==> config.mk <==
export PLATFORM = sky130hd
export DESIGN_NAME = cmp_arbiter
export DESIGN_NICKNAME = d
export VERILOG_FILES = /design/src/rtl/cmp_pkg.sv /design/src/rtl/cmp.sv /design/src/rtl/cmp_arbiter.sv
export SDC_FILE = /design/constraint.sdc
export NUM_CORES = 1
export LEC_CHECK = 0
export CORE_MARGIN = 4
export CORE_UTILIZATION = 35
export CTS_CLUSTER_DIAMETER = 200
export DETAILED_ROUTE_END_ITERATION = 16
export PLACE_DENSITY_LB_ADDON = 0.15
export SETUP_SLACK_MARGIN = 0.2
export SLEW_MARGIN = 20
export SYNTH_ARGS = -nofsm -noshare
export SYNTH_HDL_FRONTEND = slang
export SYNTH_HIERARCHICAL = 1
export SYNTH_SLANG_ARGS = --single-unit
==> constraint.sdc <==
create_clock -name clk -period 3.84 [get_ports clk]
set_input_delay 1.152 -clock clk [delete_from_list [all_inputs] [get_ports clk]]
set_output_delay 1.152 -clock clk [all_outputs]
set_load 0.01 [all_outputs]
==> src/rtl/cmp_pkg.sv <==
// Shared definitions for the comparator arbiter: function codes and default widths.
package cmp_pkg;

  localparam int DATA_W   = 32;
  localparam int TAG_W    = 4;
  localparam int CMP_NREQ = 2;

  typedef enum logic [2:0] {
    CMP_EQ      = 3'b000,
    CMP_NE      = 3'b001,
    CMP_GE_S    = 3'b010,
    CMP_LT_S    = 3'b011,
    CMP_GT_U    = 3'b100,
    CMP_LT_U    = 3'b101,
    CMP_GE_U    = 3'b110,
    CMP_SUB_OVF = 3'b111
  } cmp_fn_e;

endpackage

==> src/rtl/cmp.sv <==
// Combinational single-bit comparator over two DATA_W operands.
// Zero latency; no flow control.
module cmp #(
  parameter int DATA_W = 32
) (
  input  logic [DATA_W-1:0] x_i,
  input  logic [DATA_W-1:0] y_i,
  input  logic [2:0]        fn_i,
  output logic              res_o
);
  import cmp_pkg::*;

  logic [DATA_W-1:0] diff;
  logic              eq;
  logic              lt_u;
  logic              lt_s;
  logic              ovf;
  cmp_fn_e           fn;

  assign fn   = cmp_fn_e'(fn_i);
  assign diff = x_i - y_i;
  assign eq   = (x_i == y_i);
  assign lt_u = (x_i < y_i);
  assign lt_s = ($signed(x_i) < $signed(y_i));
  // Subtraction overflows only when operand signs differ and the result sign flips from x.
  assign ovf  = (x_i[DATA_W-1] ^ y_i[DATA_W-1]) & (diff[DATA_W-1] ^ x_i[DATA_W-1]);

  always_comb begin
    res_o = 1'b0;
    unique case (fn)
      CMP_EQ:      res_o = eq;
      CMP_NE:      res_o = ~eq;
      CMP_GE_S:    res_o = ~lt_s;
      CMP_LT_S:    res_o = lt_s;
      CMP_GT_U:    res_o = ~lt_u & ~eq;
      CMP_LT_U:    res_o = lt_u;
      CMP_GE_U:    res_o = ~lt_u;
      CMP_SUB_OVF: res_o = ovf;
      default:     res_o = 1'b0;
    endcase
  end

endmodule

==> src/rtl/cmp_arbiter.sv <==
// Round-robin two-port arbiter sharing one comparator; registered result per port slot.
// A port is blocked only while its own slot is full and not being consumed.
module cmp_arbiter #(
  parameter int DATA_W = 32,
  parameter int TAG_W  = 4
) (
  input  logic              clk,
  input  logic              rst_n,
  input  logic              req_valid_0,
  output logic              req_ready_0,
  input  logic [DATA_W-1:0] req_x_0,
  input  logic [DATA_W-1:0] req_y_0,
  input  logic [2:0]        req_fn_0,
  input  logic [TAG_W-1:0]  req_tag_0,
  output logic              rsp_valid_0,
  input  logic              rsp_ready_0,
  output logic [DATA_W-1:0] rsp_cmp_0,
  output logic [TAG_W-1:0]  rsp_tag_0,
  input  logic              req_valid_1,
  output logic              req_ready_1,
  input  logic [DATA_W-1:0] req_x_1,
  input  logic [DATA_W-1:0] req_y_1,
  input  logic [2:0]        req_fn_1,
  input  logic [TAG_W-1:0]  req_tag_1,
  output logic              rsp_valid_1,
  input  logic              rsp_ready_1,
  output logic [DATA_W-1:0] rsp_cmp_1,
  output logic [TAG_W-1:0]  rsp_tag_1,
  output logic [15:0]       stat_conflict
);
  import cmp_pkg::*;

  logic              elig_0, elig_1;
  logic              grant_0, grant_1;
  logic              last_grant_q, last_grant_d;
  logic [DATA_W-1:0] mux_x, mux_y;
  logic [2:0]        mux_fn;
  logic              cmp_res;
  logic [DATA_W-1:0] cmp_word;

  logic              valid_0_q, valid_0_d, valid_1_q, valid_1_d;
  logic [DATA_W-1:0] cmp_0_q, cmp_0_d, cmp_1_q, cmp_1_d;
  logic [TAG_W-1:0]  tag_0_q, tag_0_d, tag_1_q, tag_1_d;
  logic [15:0]       conflict_q, conflict_d;

  assign elig_0 = req_valid_0 && (!valid_0_q || rsp_ready_0);
  assign elig_1 = req_valid_1 && (!valid_1_q || rsp_ready_1);

  // On a tie the port that did not win last time is served.
  assign grant_0 = elig_0 && (!elig_1 || last_grant_q);
  assign grant_1 = elig_1 && !grant_0;

  assign req_ready_0 = grant_0;
  assign req_ready_1 = grant_1;

  assign mux_x  = grant_1 ? req_x_1  : req_x_0;
  assign mux_y  = grant_1 ? req_y_1  : req_y_0;
  assign mux_fn = grant_1 ? req_fn_1 : req_fn_0;

  cmp #(.DATA_W(DATA_W)) u_cmp (
    .x_i   (mux_x),
    .y_i   (mux_y),
    .fn_i  (mux_fn),
    .res_o (cmp_res)
  );

  assign cmp_word = {{(DATA_W-1){1'b0}}, cmp_res};

  always_comb begin
    last_grant_d = last_grant_q;
    if (grant_0) last_grant_d = 1'b0;
    if (grant_1) last_grant_d = 1'b1;

    valid_0_d = valid_0_q && !rsp_ready_0;
    cmp_0_d   = cmp_0_q;
    tag_0_d   = tag_0_q;
    if (grant_0) begin
      valid_0_d = 1'b1;
      cmp_0_d   = cmp_word;
      tag_0_d   = req_tag_0;
    end

    valid_1_d = valid_1_q && !rsp_ready_1;
    cmp_1_d   = cmp_1_q;
    tag_1_d   = tag_1_q;
    if (grant_1) begin
      valid_1_d = 1'b1;
      cmp_1_d   = cmp_word;
      tag_1_d   = req_tag_1;
    end

    conflict_d = conflict_q;
    if (elig_0 && elig_1 && (conflict_q != 16'hFFFF)) conflict_d = conflict_q + 16'd1;
  end

  always_ff @(posedge clk or negedge rst_n) begin
    if (!rst_n) begin
      last_grant_q <= 1'b1;
      valid_0_q    <= 1'b0;
      cmp_0_q      <= '0;
      tag_0_q      <= '0;
      valid_1_q    <= 1'b0;
      cmp_1_q      <= '0;
      tag_1_q      <= '0;
      conflict_q   <= '0;
    end else begin
      last_grant_q <= last_grant_d;
      valid_0_q    <= valid_0_d;
      cmp_0_q      <= cmp_0_d;
      tag_0_q      <= tag_0_d;
      valid_1_q    <= valid_1_d;
      cmp_1_q      <= cmp_1_d;
      tag_1_q      <= tag_1_d;
      conflict_q   <= conflict_d;
    end
  end

  assign rsp_valid_0   = valid_0_q;
  assign rsp_cmp_0     = cmp_0_q;
  assign rsp_tag_0     = tag_0_q;
  assign rsp_valid_1   = valid_1_q;
  assign rsp_cmp_1     = cmp_1_q;
  assign rsp_tag_1     = tag_1_q;
  assign stat_conflict = conflict_q;

endmodule

Word-level counts from Yosys, hierarchy flattened
Cells that the tools add are included.
{ "totals": {"out_inout_bits": 92, "reg_bits": 29, "n_memories": 0, "latch_bits": 0, "mem_bits_ro": 0, "ramBits": 0} }
{ "op_classes": {"add_sub_neg": 2, "eq_ne": 9, "shift": 0, "n_mul": 0, "n_mux": 8, "n_reduce_logical": 19, "n_bitwise": 7, "order_cmp": 2, "n_div": 0} }
{ "op_table": {"columns": ["cell", "n"], "rows": [
  ["32-bit less-than comparator", 2],
  ["32-bit 2-to-1 mux", 2],
  ["32-bit equality test", 1],
  ["32-bit subtractor", 1],
  ["16-bit by 1-bit adder with 16-bit output (second input constant)", 1],
  ["16-bit inequality test (second input constant)", 1],
  ["3-bit equality test (second input constant)", 4],
  ["1-bit logical AND", 8],
  ["1-bit one-hot mux with 8 select lines", 1],
  ["3-bit by 2-bit equality test with 1-bit output (second input constant)", 2],
  ["1-bit zero test", 6],
  ["1-bit 2-to-1 mux", 4],
  ["3-bit by 1-bit equality test with 1-bit output (second input constant)", 1],
  ["3-bit zero test", 1],
  ["1-bit logical OR", 3],
  ["3-bit 2-to-1 mux", 1],
  ["1-bit NOT", 3],
  ["1-bit AND", 2],
  ["2-bit nonzero test", 1],
  ["1-bit bitwise XOR", 2]
]} }

Depth between registers and ports, before layout
Gate-level depths: netlist (run 1).
{ "logic_depth": {"depth_word": 13, "ltp_mapped": 16} }

Hierarchy
The synthesis (run 1) kept the hierarchy.
{ "modules_own_cells": {"columns": ["module", "seq_area_each_um2", "area_per_inst_um2", "cells_each", "n_inst"], "rows": [
  ["cmp_arbiter", 726.9, 2671.3, 251, 1],
  ["cmp", 0.0, 1111.1, 165, 1]
]} }

Least setup slack after synthesis (run 1)
Ideal clock, no wire load.
{ "synth_timing": {"kind": "input port to flip-flop", "start": "in rsp_ready_0", "end": "reg cmp_1_q[0], in the netlist rsp_cmp_1[0]", "required_time_ns": 3.715, "path_slack_ns": -0.462, "arrival_ns": 4.177, "path_stages": 15, "setup_ns": 0.125, "path_cell_list": "nand2b_4 and3_1 nor2_4 buf_4 mux2_2 ha_1 nand4_2 nor3_2 nand3_2 o311ai_4 a21oi_2 nor3b_1 o311ai_2 o2111ai_1 mux2_2"} }
{ "synth_between": {"elab_chain_cells": 10} }
{ "synth_rtl": {"columns": ["element", "line", "source"], "rows": [
  ["from (decl)", "cmp_arbiter.sv:16", "input logic rsp_ready_0,"],
  ["1-bit logical OR (*)", "cmp_arbiter.sv:46", "assign elig_0 = req_valid_0 && (!valid_0_q || rsp_ready_0);"],
  ["1-bit logical AND (*)", "cmp_arbiter.sv:46", null],
  ["1-bit logical AND (*)", "cmp_arbiter.sv:50", "assign grant_0 = elig_0 && (!elig_1 || last_grant_q);"],
  ["1-bit zero test (*)", "cmp_arbiter.sv:51", "assign grant_1 = elig_1 && !grant_0;"],
  ["1-bit logical AND (*)", "cmp_arbiter.sv:51", null],
  ["32-bit 2-to-1 mux (*)", "cmp_arbiter.sv:56", "assign mux_x = grant_1 ? req_x_1 : req_x_0;"],
  ["named net mux_x[29]", "cmp_arbiter.sv:36", "logic [DATA_W-1:0] mux_x, mux_y;"],
  ["32-bit subtractor, or another cell as far along", "cmp.sv:21", "assign diff = x_i - y_i;"],
  ["1-bit bitwise XOR, or another cell as far along", "cmp.sv:26", "assign ovf = (x_i[DATA_W-1] ^ y_i[DATA_W-1]) & (diff[DATA_W-1] ^ x_i[DATA_W-1]);"],
  ["1-bit AND (on tied branches)", "cmp.sv:26, cmp.sv:35", null],
  ["1-bit one-hot mux with 8 select lines (*)", "cmp.sv:30", "unique case (fn)"],
  ["named net cmp_res", "cmp_arbiter.sv:38", "logic cmp_res;"],
  ["to (signal assigned)", "cmp_arbiter.sv:112", "cmp_1_q <= cmp_1_d;"],
  ["to (decl)", "cmp_arbiter.sv:42", "logic [DATA_W-1:0] cmp_0_q, cmp_0_d, cmp_1_q, cmp_1_d;"]
]} }
Mark *: on every way through the listed nets, which the timed path passes. The rest lies on a longest branch.
A chain may end at the register's enable or synchronous reset.

Worst setup path after layout (run 1)
{ "layout_timing": {"start": "in rsp_ready_0", "end": "reg cmp_0_q[0], in the netlist rsp_cmp_0[0]"} }
{ "layout_between": {"elab_chain_cells": 10} }
{ "layout_rtl": {"columns": ["element", "line", "source"], "rows": [
  ["1-bit logical OR (*)", "cmp_arbiter.sv:46", null],
  ["1-bit logical AND (*)", "cmp_arbiter.sv:46", null],
  ["1-bit logical AND (*)", "cmp_arbiter.sv:50", null],
  ["1-bit zero test (*)", "cmp_arbiter.sv:51", null],
  ["1-bit logical AND (*)", "cmp_arbiter.sv:51", null],
  ["32-bit 2-to-1 mux (*)", "cmp_arbiter.sv:57", "assign mux_y = grant_1 ? req_y_1 : req_y_0;"],
  ["named net mux_y[16]", "cmp_arbiter.sv:36", null],
  ["32-bit subtractor, or another cell as far along", "cmp.sv:21", null],
  ["1-bit bitwise XOR, or another cell as far along", "cmp.sv:26", null],
  ["1-bit AND (on tied branches)", "cmp.sv:26, cmp.sv:35", null],
  ["1-bit one-hot mux with 8 select lines (*)", "cmp.sv:30", null],
  ["named net cmp_res", "cmp_arbiter.sv:38", null],
  ["to (signal assigned)", "cmp_arbiter.sv:109", "cmp_0_q <= cmp_0_d;"],
  ["to (decl)", "cmp_arbiter.sv:42", null]
]} }
Marked as above.

==> results of run 1 <==
## cell families (layout without fill, tap and decap cells)
logic type	count (synthesis)	count (layout)	share of synthesized area (%)
buffers and inverters	112	278	18.03
AND/OR/NAND/NOR	99	99	15.58
multiplexers	84	84	24.98
AO/OA/AOI/OAI	47	47	8.634
adder cells (fa/ha/maj)	33	33	10.92
flip-flops	29	29	19.22
XOR/XNOR	11	11	2.547
other	1	62	0.09914
## synth_stat cells (all sizes together)
cell / instances / area share (%)
and4: 3 / 0.73
buf: 70 / 14
mux2i: 4 / 1.1
o311ai: 2 / 1.1
a31oi: 2 / 0.33
and3: 3 / 0.50
a221oi: 1 / 0.23
nand3b: 2 / 0.40
or3: 1 / 0.17
a21oi: 19 / 2.6
a21boi: 2 / 0.40
nor3: 12 / 1.7
inv: 41 / 4.1
o2111ai: 1 / 0.23
conb: 1 / 0.099
nand3: 18 / 2.5
a211o: 2 / 0.46
mux2: 80 / 24
nand2b: 3 / 0.76
a211oi: 2 / 0.40
o21ai: 9 / 1.3
nor2: 17 / 2.0
and2: 2 / 0.33
o21bai: 1 / 0.20
a311oi: 2 / 0.46
o31ai: 1 / 0.33
dfstp: 1 / 0.69
nand2: 21 / 2.1
clkbuf: 1 / 0.13
a2bb2oi: 1 / 0.23
nor3b: 1 / 0.20
xor2: 11 / 2.5
nor4b: 1 / 0.23
ha: 33 / 11
nor4: 5 / 1.2
nand4: 10 / 2.8
dfrtp: 28 / 19
o22ai: 2 / 0.33
## flip-flops by register name, summed over array words and instances (netlist names)
| name | count |
|---|---|
| rsp_tag_1 | 4 |
| stat_conflict | 16 |
| rsp_valid_0 | 1 |
| rsp_tag_0 | 4 |
| last_grant_q | 1 |
| rsp_valid_1 | 1 |
| rsp_cmp_0 | 1 |
| rsp_cmp_1 | 1 |
## routing by layer
metal  up-vias  part of all wire [%]
met1      1785                    39
li1       1807                     -
met3        16                   6.7
met2       149                    52
met4         0                   1.5
met5         -                     0
## metrics by stage
step / hold WS [ns] / setup TNS [ns] / area, µm² / utilization (%)
after floorplan: 0.4810 / -0.6408 / 4334 / -
after CTS: 0.5085 / -0.7337 / 6679 / 64.12
after detailed placement: 0.4944 / -2.099 / 5976 / 57.37
after global placement: 0.4913 / -1.922 / 5976 / 57.37
final: 0.5049 / -0.7686 / 6765 / 64.95
after global routing: 0.5275 / -0.9895 / 6765 / 64.95
## final cells by class
class | instances | area (µm²)
flip-flops and latches | 29 | 726.9
well taps | 136 | 170.2
inverters | 41 | 153.9
fillers | 831 | 3651
clock buffers | 7 | 86.33
repair buffers | 230 | 2419
multi-input cells | 336 | 3209
## power breakdown
part           switching (mW)  internal, mW
clock network           0.110         0.142
logic                   0.520         0.773
registers              0.0777         0.378
## timing repair
| action | in CTS | in global routing |
|---|---|---|
| resized for setup | 66 | 26 |
| buffers inserted | 16 | 0 |
| gates cloned | 7 | 0 |
| pin swaps | 17 | 17 |
| endpoints found under the hold margin | 0 | 0 |
| setup endpoints to repair | 4 | 2 |
## worst reg2reg max path: cells and delay by family (launching register included)
| family | cells | cell delay, ns |
|---|---|---|
| simple gates | 7 | 1.06 |
| flops | 1 | 0.56 |
| xor+xnor | 1 | 0.16 |
| mux | 2 | 0.51 |
| fa+ha+maj | 1 | 0.28 |
| compound gates | 2 | 0.31 |
| buf+inv | 6 | 0.67 |
## final timing paths
check                                          endpoint                startpoint
min in group asynchronous  stat_conflict[7]$_DFFE_PN0P_                     rst_n
min reg2reg                    last_grant_q$_DFFE_PN1P_  last_grant_q$_DFFE_PN1P_
max in group asynchronous      last_grant_q$_DFFE_PN1P_                     rst_n
max                            rsp_cmp_0[0]$_DFFE_PN0P_               rsp_ready_0
min                            last_grant_q$_DFFE_PN1P_  last_grant_q$_DFFE_PN1P_
max reg2reg                    rsp_cmp_0[0]$_DFFE_PN0P_  last_grant_q$_DFFE_PN1P_
==> reports/results.tsv, run 1 <==
stage	metric	value	unit
status	status	finished, violations left	
status	failing checks	negative setup slack	
clock_tree	Longest Clk Path Bufs	2	
yosys	mapped cell area	3782	µm²
layout	ANT cells	0	
setup_path	crit-path max FO	5	
floorplan	Die H	112.0	µm
grt	Overall Global Routing Usage	18.72	%
routing	DR iter-0 viols	76	
pwr	Peak VDD IR	0.3296	mV
floorplan	DIE AREA	12530	µm²
layout	share of cells above drive strength 1	34.68	%
floorplan	total core area	10420	µm²
min_path	Hold WC Path Type	reg -> reg	
layout	synth-to-layout area growth	78.86	%
yosys	Synth Warn #	6	
placed_design	dpl cells	749	
setup_path	CP Launch Type	input port	
placed_design	Post-Place Setup Slack	-0.9810	ns
layout	most frequent cells in the layout	172 x clkdlybuf4s50_1, 62 x conb_1, 50 x mux2_2	
setup_path	kind of critical path	in -> reg	
setup_path	slowest CP cell	mux2_2	
routing	DRT Wirelength	12370	µm
setup_path	critical path data arrival time	4.39	ns
yosys	Netlist cell types	55	
setup_path	ordered cell list for the critical path	buf_6 -> nand2b_4 -> and3_4 -> nor2_4 -> buf_12 -> buf_8 -> buf_12 -> buf_16 -> buf_4 -> mux2_2 -> inv_2 -> ha_4 -> a21oi_1 -> o21ai_0 -> nand3_1 -> a21oi_1 -> nor3_2 -> mux2i_1 -> o311ai_2 -> o2111ai_2 -> mux2_4	
grt	pin count of the biggest net entering global routing	30	
clock_tree	hold buffer count at cts	0	
timing	Final Slew Violations	0	
timing	Min Clock Period, post-route	4.230	ns
placed_design	PortBufs	177	
clock_tree	clk slew on worst S/H paths	0.06	ns
grt	vias in the first global route	3980	
grt	grt met2 use	35.01	%
timing	Fin. Hold Viols	0	
grt	met1 Usage GRT	22.01	%
setup_path	r2r setup slk	0.18	ns
grt	met3 usage in global routing	3.913	%
grt	GR peak layer	met2	
grt	initial antenna violation count	0	
clock_tree	clock tree sinks	29	
setup_path	Crit. End Element	register	
yosys	Syn Area/Cell	9.092	µm²
clock_tree	Inserted Clock Buffers	5	
layout	final net count	824	
placed_design	gpl congestion	0.7781	
floorplan	initial core utilization	36.31	%
routing	antenna viol nets, final	0	
clock_tree	root buffer cell	clkbuf_8	
yosys	FF+latch count, synth	29	
pwr	Power Density	295.8	nW/µm²
setup_path	CP bufs+invs	7	
setup_path	Crit path depth	21	
timing	Setup Skew	0.003774	ns
timing	RSZ-0062 raised after global routing	yes	
grt	global-route wire length before repair	19460	µm
setup_path	CP Data Required Time	4.00	ns
yosys	register area share after synthesis	19.22	%
job	max cap viols	0	
floorplan	DIE WIDTH	112.0	µm
timing	FMAX	0.2364	GHz
clock_tree	Worst-Skew Late Latency	0.27	ns
setup_path	CP peak stage delay	0.33	ns
clock_tree	CTS tree	built	
clock_tree	H-Tree Depth	2	
floorplan	Site Rows	37	
pwr	Leak	2.933	nW
routing	vias post-DR	3757	
layout	leading cell type in the layout, fill and taps excluded	clkdlybuf4s50_1	
layout	final non-filler cell total	779	
grt	gr ovfl total	0	
yosys	Synth Instances	416	
routing	DRC Markers	0	
routing	via/cell ratio	4.823	
min_path	depth of the worst hold-timing path	1	
routing	drt wl/cell	15.88	µm
routing	drt pass-1 iters	4	
setup_path	reg2reg path depth	19	
timing	Setup violations, final	2	
timing	fin crit share	110.2	%
floorplan	I/O pin cnt	240	
placed_design	HPWL after detailed placement	9006	µm
pwr	Tot Pwr	2.001	mW
timing	Worst Setup Slack, final	-0.3901	ns
setup_path	Crit path max-delay family	compound AO/OA/AOI/OAI gates	
(Power assumes the default switching activity.)
==> run 2, diff against run 1 <==
--- a/config.mk
+++ b/config.mk
@@ -5,10 +5,12 @@
 export SDC_FILE = /design/constraint.sdc
 export NUM_CORES = 1
 export LEC_CHECK = 0
+export CORE_ASPECT_RATIO = 1.25
 export CORE_MARGIN = 4
 export CORE_UTILIZATION = 35
 export CTS_CLUSTER_DIAMETER = 200
 export DETAILED_ROUTE_END_ITERATION = 16
+export DONT_BUFFER_PORTS = 1
 export PLACE_DENSITY_LB_ADDON = 0.15
 export SETUP_SLACK_MARGIN = 0.2
 export SLEW_MARGIN = 20
==> reports/results.tsv, run 2 (synthesized netlist as in run 1, its figures left out) <==
stage	metric	value	unit
grt	grt met2 use	29.27	%
grt	vias in the first global route	3206	
pwr	Tot Pwr	1.919	mW
status	failing checks	negative setup slack	
min_path	Hold WC Path Type	reg -> reg	
setup_path	CP Launch Type	input port	
floorplan	DIE AREA	12540	µm²
clock_tree	clock tree sinks	29	
grt	Overall Global Routing Usage	14.94	%
grt	met1 Usage GRT	14.69	%
floorplan	Die H	124.2	µm
setup_path	CP Data Required Time	4.00	ns
routing	DRT Wirelength	10090	µm
floorplan	I/O pin cnt	240	
layout	final core utilization	47.18	%
clock_tree	Worst-Skew Late Latency	0.27	ns
routing	DRC Markers	0	
layout	max reg flops	16	
clock_tree	root buffer cell	clkbuf_16	
floorplan	Site Rows	42	
pwr	Leak	2.206	nW
clock_tree	Inserted Clock Buffers	5	
layout	final non-filler cell total	587	
timing	Fin. Hold Viols	0	
placed_design	gpl congestion	0.8029	
setup_path	r2r setup slk	0.22	ns
routing	antenna viol nets, final	0	
setup_path	Worst path most repeated cell	and3_4	
timing	Setup Skew	0.006611	ns
grt	global-route wire length before repair	15240	µm
layout	ANT cells	0	
setup_path	kind of critical path	in -> reg	
grt	met3 usage in global routing	3.872	%
layout	Fillers	990	
layout	synth-to-layout area growth	31.76	%
timing	Min Clock Period, post-route	4.055	ns
routing	DR iter-0 viols	45	
grt	pin count of the biggest net entering global routing	30	
layout	leading cell type in the layout, fill and taps excluded	conb_1	
routing	vias post-DR	2977	
floorplan	DIE WIDTH	101.0	µm
clock_tree	CTS tree	built	
clock_tree	H-Tree Depth	2	
setup_path	slowest CP cell	mux2_4	
timing	RSZ-0062 raised after global routing	yes	
routing	drt wl/cell	17.19	µm
layout	share of cells above drive strength 1	45.27	%
layout	most frequent cells in the layout	62 x conb_1, 51 x mux2_2, 34 x inv_1	
floorplan	initial core utilization	35.81	%
timing	Worst Setup Slack, final	-0.2149	ns
layout	register area	726.9	µm²
timing	Final Slew Violations	0	
timing	FMAX	0.2466	GHz
placed_design	dpl cells	561	
pwr	Peak VDD IR	0.4621	mV
job	max cap viols	0	
setup_path	crit-path max FO	8	
routing	via/cell ratio	5.072	
setup_path	Crit. End Element	register	
placed_design	PortBufs	0	
clock_tree	clk slew on worst S/H paths	0.05	ns
grt	GR peak layer	met2	
setup_path	critical path data arrival time	4.21	ns
layout	multi-input logic area	3208	µm²
floorplan	total core area	10560	µm²
setup_path	CP peak stage delay	0.30	ns
grt	initial antenna violation count	0	
timing	Setup violations, final	2	
status	status	finished, violations left	
routing	drt pass-1 iters	4	
placed_design	HPWL after detailed placement	7763	µm
layout	final net count	635	
pwr	Power Density	385.0	nW/µm²
grt	gr ovfl total	0	
timing	fin crit share	105.6	%
clock_tree	Longest Clk Path Bufs	2	
setup_path	ordered cell list for the critical path	nand2b_4 -> and3_4 -> nor2_4 -> buf_12 -> buf_8 -> buf_6 -> buf_16 -> mux2_4 -> inv_2 -> ha_4 -> and3_4 -> and3_4 -> nand3_4 -> o311ai_4 -> a21oi_2 -> nor3b_2 -> o311ai_2 -> o2111ai_2 -> mux2_4	
run 2: per-stage QoR:
step	hold slack [ns]	cell area (µm²)	worst slack, ns	setup TNS (ns)
floorplan	0.4810	4334	-0.3252	-0.6408
global placement	0.4932	4146	-0.5294	-1.049
detailed placement	0.4916	4146	-0.5853	-1.161
CTS	0.4997	4945	-0.1940	-0.3778
global route	0.5181	4984	-0.3700	-0.7399
finish	0.4965	4984	-0.2149	-0.4197
run 2: worst max-delay path: cells and delay by family:
kind                       cells  cell delay, ns
muxes                          2            0.59
and+or+nand+nor                7            1.02
adders and majority gates      1            0.11
AOI/OAI and AO/OA              4            0.74
buffers and inverters          5            0.58
run 2: metal layers:
layer	wire, µm	up-vias	part of all wire [%]
li1	-	1419	-
met5	0	-	0
met3	696	15	6.9
met4	156	0	1.5
met1	3410	1434	34
met2	5824	109	58
run 2: report_power, final:
part           total (mW)  internal, mW  switching, mW
Sequential          0.503         0.378          0.125
Clock               0.503         0.370          0.133
Combinational       0.913         0.510          0.403
run 2: what timing repair did:
action,CTS,global route
setup buffers,11,0
gates cloned,7,0
gates resized for setup,57,6
hold buffers,0,0
endpoints found under the setup margin,2,2
pin swaps,15,1
run 2: final cells by class:
class	count	share of cell area (%)
clock inverter	3	1.306
multi-input combinational	336	64.37
tap	132	3.314
sequential	29	14.59
clock buffer	5	2.511
timing repair buffer	41	10.82
inverter	41	3.088
run 2: worst paths after layout:
kind,from,to,cells after the start
min in group asynchronous,rst_n,stat_conflict[2]$_DFFE_PN0P_,0
max in group asynchronous,rst_n,last_grant_q$_DFFE_PN1P_,0
setup / recovery,rsp_ready_0,rsp_cmp_0[0]$_DFFE_PN0P_,19
setup reg to reg,last_grant_q$_DFFE_PN1P_,rsp_cmp_0[0]$_DFFE_PN0P_,18
hold / removal,last_grant_q$_DFFE_PN1P_,last_grant_q$_DFFE_PN1P_,1
hold reg to reg,last_grant_q$_DFFE_PN1P_,last_grant_q$_DFFE_PN1P_,1
==> RTL edit (settings of run 1) <==
`TAG_W` is set to 4 in 2 places; all go to 3.
--- a/src/rtl/cmp_pkg.sv
+++ b/src/rtl/cmp_pkg.sv
@@ -4,3 +4,3 @@
   localparam int DATA_W   = 32;
-  localparam int TAG_W    = 4;
+  localparam int TAG_W    = 3;
   localparam int CMP_NREQ = 2;
--- a/src/rtl/cmp_arbiter.sv
+++ b/src/rtl/cmp_arbiter.sv
@@ -4,3 +4,3 @@
   parameter int DATA_W = 32,
-  parameter int TAG_W  = 4
+  parameter int TAG_W  = 3
 ) (
Interface: changed (resized req_tag_0, req_tag_1, rsp_tag_0 and rsp_tag_1); port bits go from 240 to 236. No check against the original RTL was run, so the function may have changed too.
==> RTL edit against run 1 <==
Final area fell by 2.3%. Setup slack got worse by 1.9 ps. Register-to-register slack improved by 20 ps. Non-clock buffer count fell by 6. The flow still finishes with violations (negative setup slack). Sequential cell count fell by 2. Total power fell by 8.3%. Combinational power fell by 3%. Routed wire length fell by 2.8%. Synthesized area fell by 2.0%. Cell count fell by 2.7%.
==> RTL edit: results (changes against run 1) <==
<table>
<tr><th>Metric</th><th>Value</th></tr>
<tr><th colspan="2">GRT</th></tr>
<tr><td>Overall global routing resource usage</td><td>19.0% (+0.26 points)</td></tr>
<tr><td>First-pass GRT wire length</td><td>19600 um (+0.81%)</td></tr>
<tr><th colspan="2">Placement</th></tr>
<tr><td>Placed insts</td><td>734 (-2.0%)</td></tr>
<tr><td>Final estimated routing congestion in global placement</td><td>0.854 (+9.7%)</td></tr>
<tr><td>Detailed placer's ending HPWL</td><td>9340 um (+3.7%)</td></tr>
<tr><th colspan="2">Drt</th></tr>
<tr><td>Met2 layer wire length in the routed design</td><td>6730 um (+3.8%)</td></tr>
<tr><td>TritonRoute pass-1 iters</td><td>5 (+1)</td></tr>
<tr><td>Routed via count</td><td>3622 (-3.6%)</td></tr>
<tr><td>Wire length on met3</td><td>610 um (-27%)</td></tr>
<tr><td>Routed Wire Length</td><td>12000 um (-2.8%)</td></tr>
<tr><td>Starting DRT DRC Count</td><td>83 (+9.2%)</td></tr>
<tr><th colspan="2">CTS</th></tr>
<tr><td>Cts repair resizes</td><td>80 (+21%)</td></tr>
<tr><td>Num CTS Buffers</td><td>3 (-2)</td></tr>
<tr><td>Post-CTS repair timing setup buffer count</td><td>12 (-4)</td></tr>
<tr><td>Level count of the clock H-tree</td><td>1 (-1)</td></tr>
<tr><th colspan="2">Worst setup path</th></tr>
<tr><td>Master of the slowest instance on the critical path</td><td>sky130_fd_sc_hd__mux2_4</td></tr>
<tr><th colspan="2">Synthesis</th></tr>
<tr><td>Top area cells in the synthesized netlist</td><td>sky130_fd_sc_hd__mux2_2 (22%), sky130_fd_sc_hd__dfrtp_1 (18%), sky130_fd_sc_hd__buf_4 (13%), sky130_fd_sc_hd__ha_1 (11%), sky130_fd_sc_hd__inv_1 (4.0%)</td></tr>
<tr><td>Adder and majority gate portion of the synthesized area</td><td>11.1% (+0.22 points)</td></tr>
<tr><th colspan="2">Pwr</th></tr>
<tr><td>Leakage power figure</td><td>2.87 nW (-2.1%)</td></tr>
<tr><td>Maximum vdd ir drop</td><td>289 uV (-12%)</td></tr>
<tr><th colspan="2">Run status</th></tr>
<tr><td>Failing checks</td><td>negative setup slack</td></tr>
<tr><td>Run status</td><td>finished, violations left</td></tr>
<tr><th colspan="2">STA</th></tr>
<tr><td>Final WS setup</td><td>-392 ps (-1.87 ps)</td></tr>
<tr><td># setup viols final</td><td>2 (unchanged)</td></tr>
<tr><th colspan="2">Layout</th></tr>
<tr><td>Filler cells</td><td>836 (+0.60%)</td></tr>
<tr><td>Share of layout cells above drive strength 1</td><td>35.5% (+0.85 points)</td></tr>
</table>
RTL edit: changes by cell type after synthesis, moves of 3 or more:
cell / run 1 / this run
sky130_fd_sc_hd__buf_2: 1 / 8
sky130_fd_sc_hd__buf_4: 69 / 62
sky130_fd_sc_hd__nand2_1: 21 / 17
sky130_fd_sc_hd__mux2_2: 75 / 72
sky130_fd_sc_hd__nor3_1: 11 / 8
sky130_fd_sc_hd__xor2_1: 11 / 14
RTL edit: report_power, final:
group / leakage [nW] / total (mW) / internal [mW] / switching [mW]
registers: 0.329 / 0.426 / 0.349 / 0.0770
clock network: 0.0228 / 0.161 / 0.0743 / 0.0863
logic: 2.52 / 1.25 / 0.740 / 0.508
total: 2.87 / 1.83 / 1.16 / 0.671
RTL edit: layout make-up:
class,count,area share (%)
clock buffer,4,0.682
inverter,40,2.27
multi-input combinational,327,49.5
sequential,27,10.2
tap,136,2.58
timing repair buffer,224,34.7
RTL edit: worst paths after layout:
kind | start | to | cells past startpoint
max | rsp_ready_0 | rsp_cmp_0[0]$_DFFE_PN0P_ | 18
min | last_grant_q$_DFFE_PN1P_ | last_grant_q$_DFFE_PN1P_ | 1
max reg2reg | last_grant_q$_DFFE_PN1P_ | rsp_cmp_0[0]$_DFFE_PN0P_ | 17
min reg2reg | last_grant_q$_DFFE_PN1P_ | last_grant_q$_DFFE_PN1P_ | 1
max in group asynchronous | rst_n | last_grant_q$_DFFE_PN1P_ | 2
min in group asynchronous | rst_n | stat_conflict[15]$_DFFE_PN0P_ | 2
RTL edit: cell families after synthesis:
family / count (synthesis)
flip-flops: 27
AO/OA/AOI/OAI: 43
AND/OR/NAND/NOR: 94
buffers and inverters: 111
XOR/XNOR: 15
adder cells (fa/ha/maj): 33
multiplexers: 80
other: 1
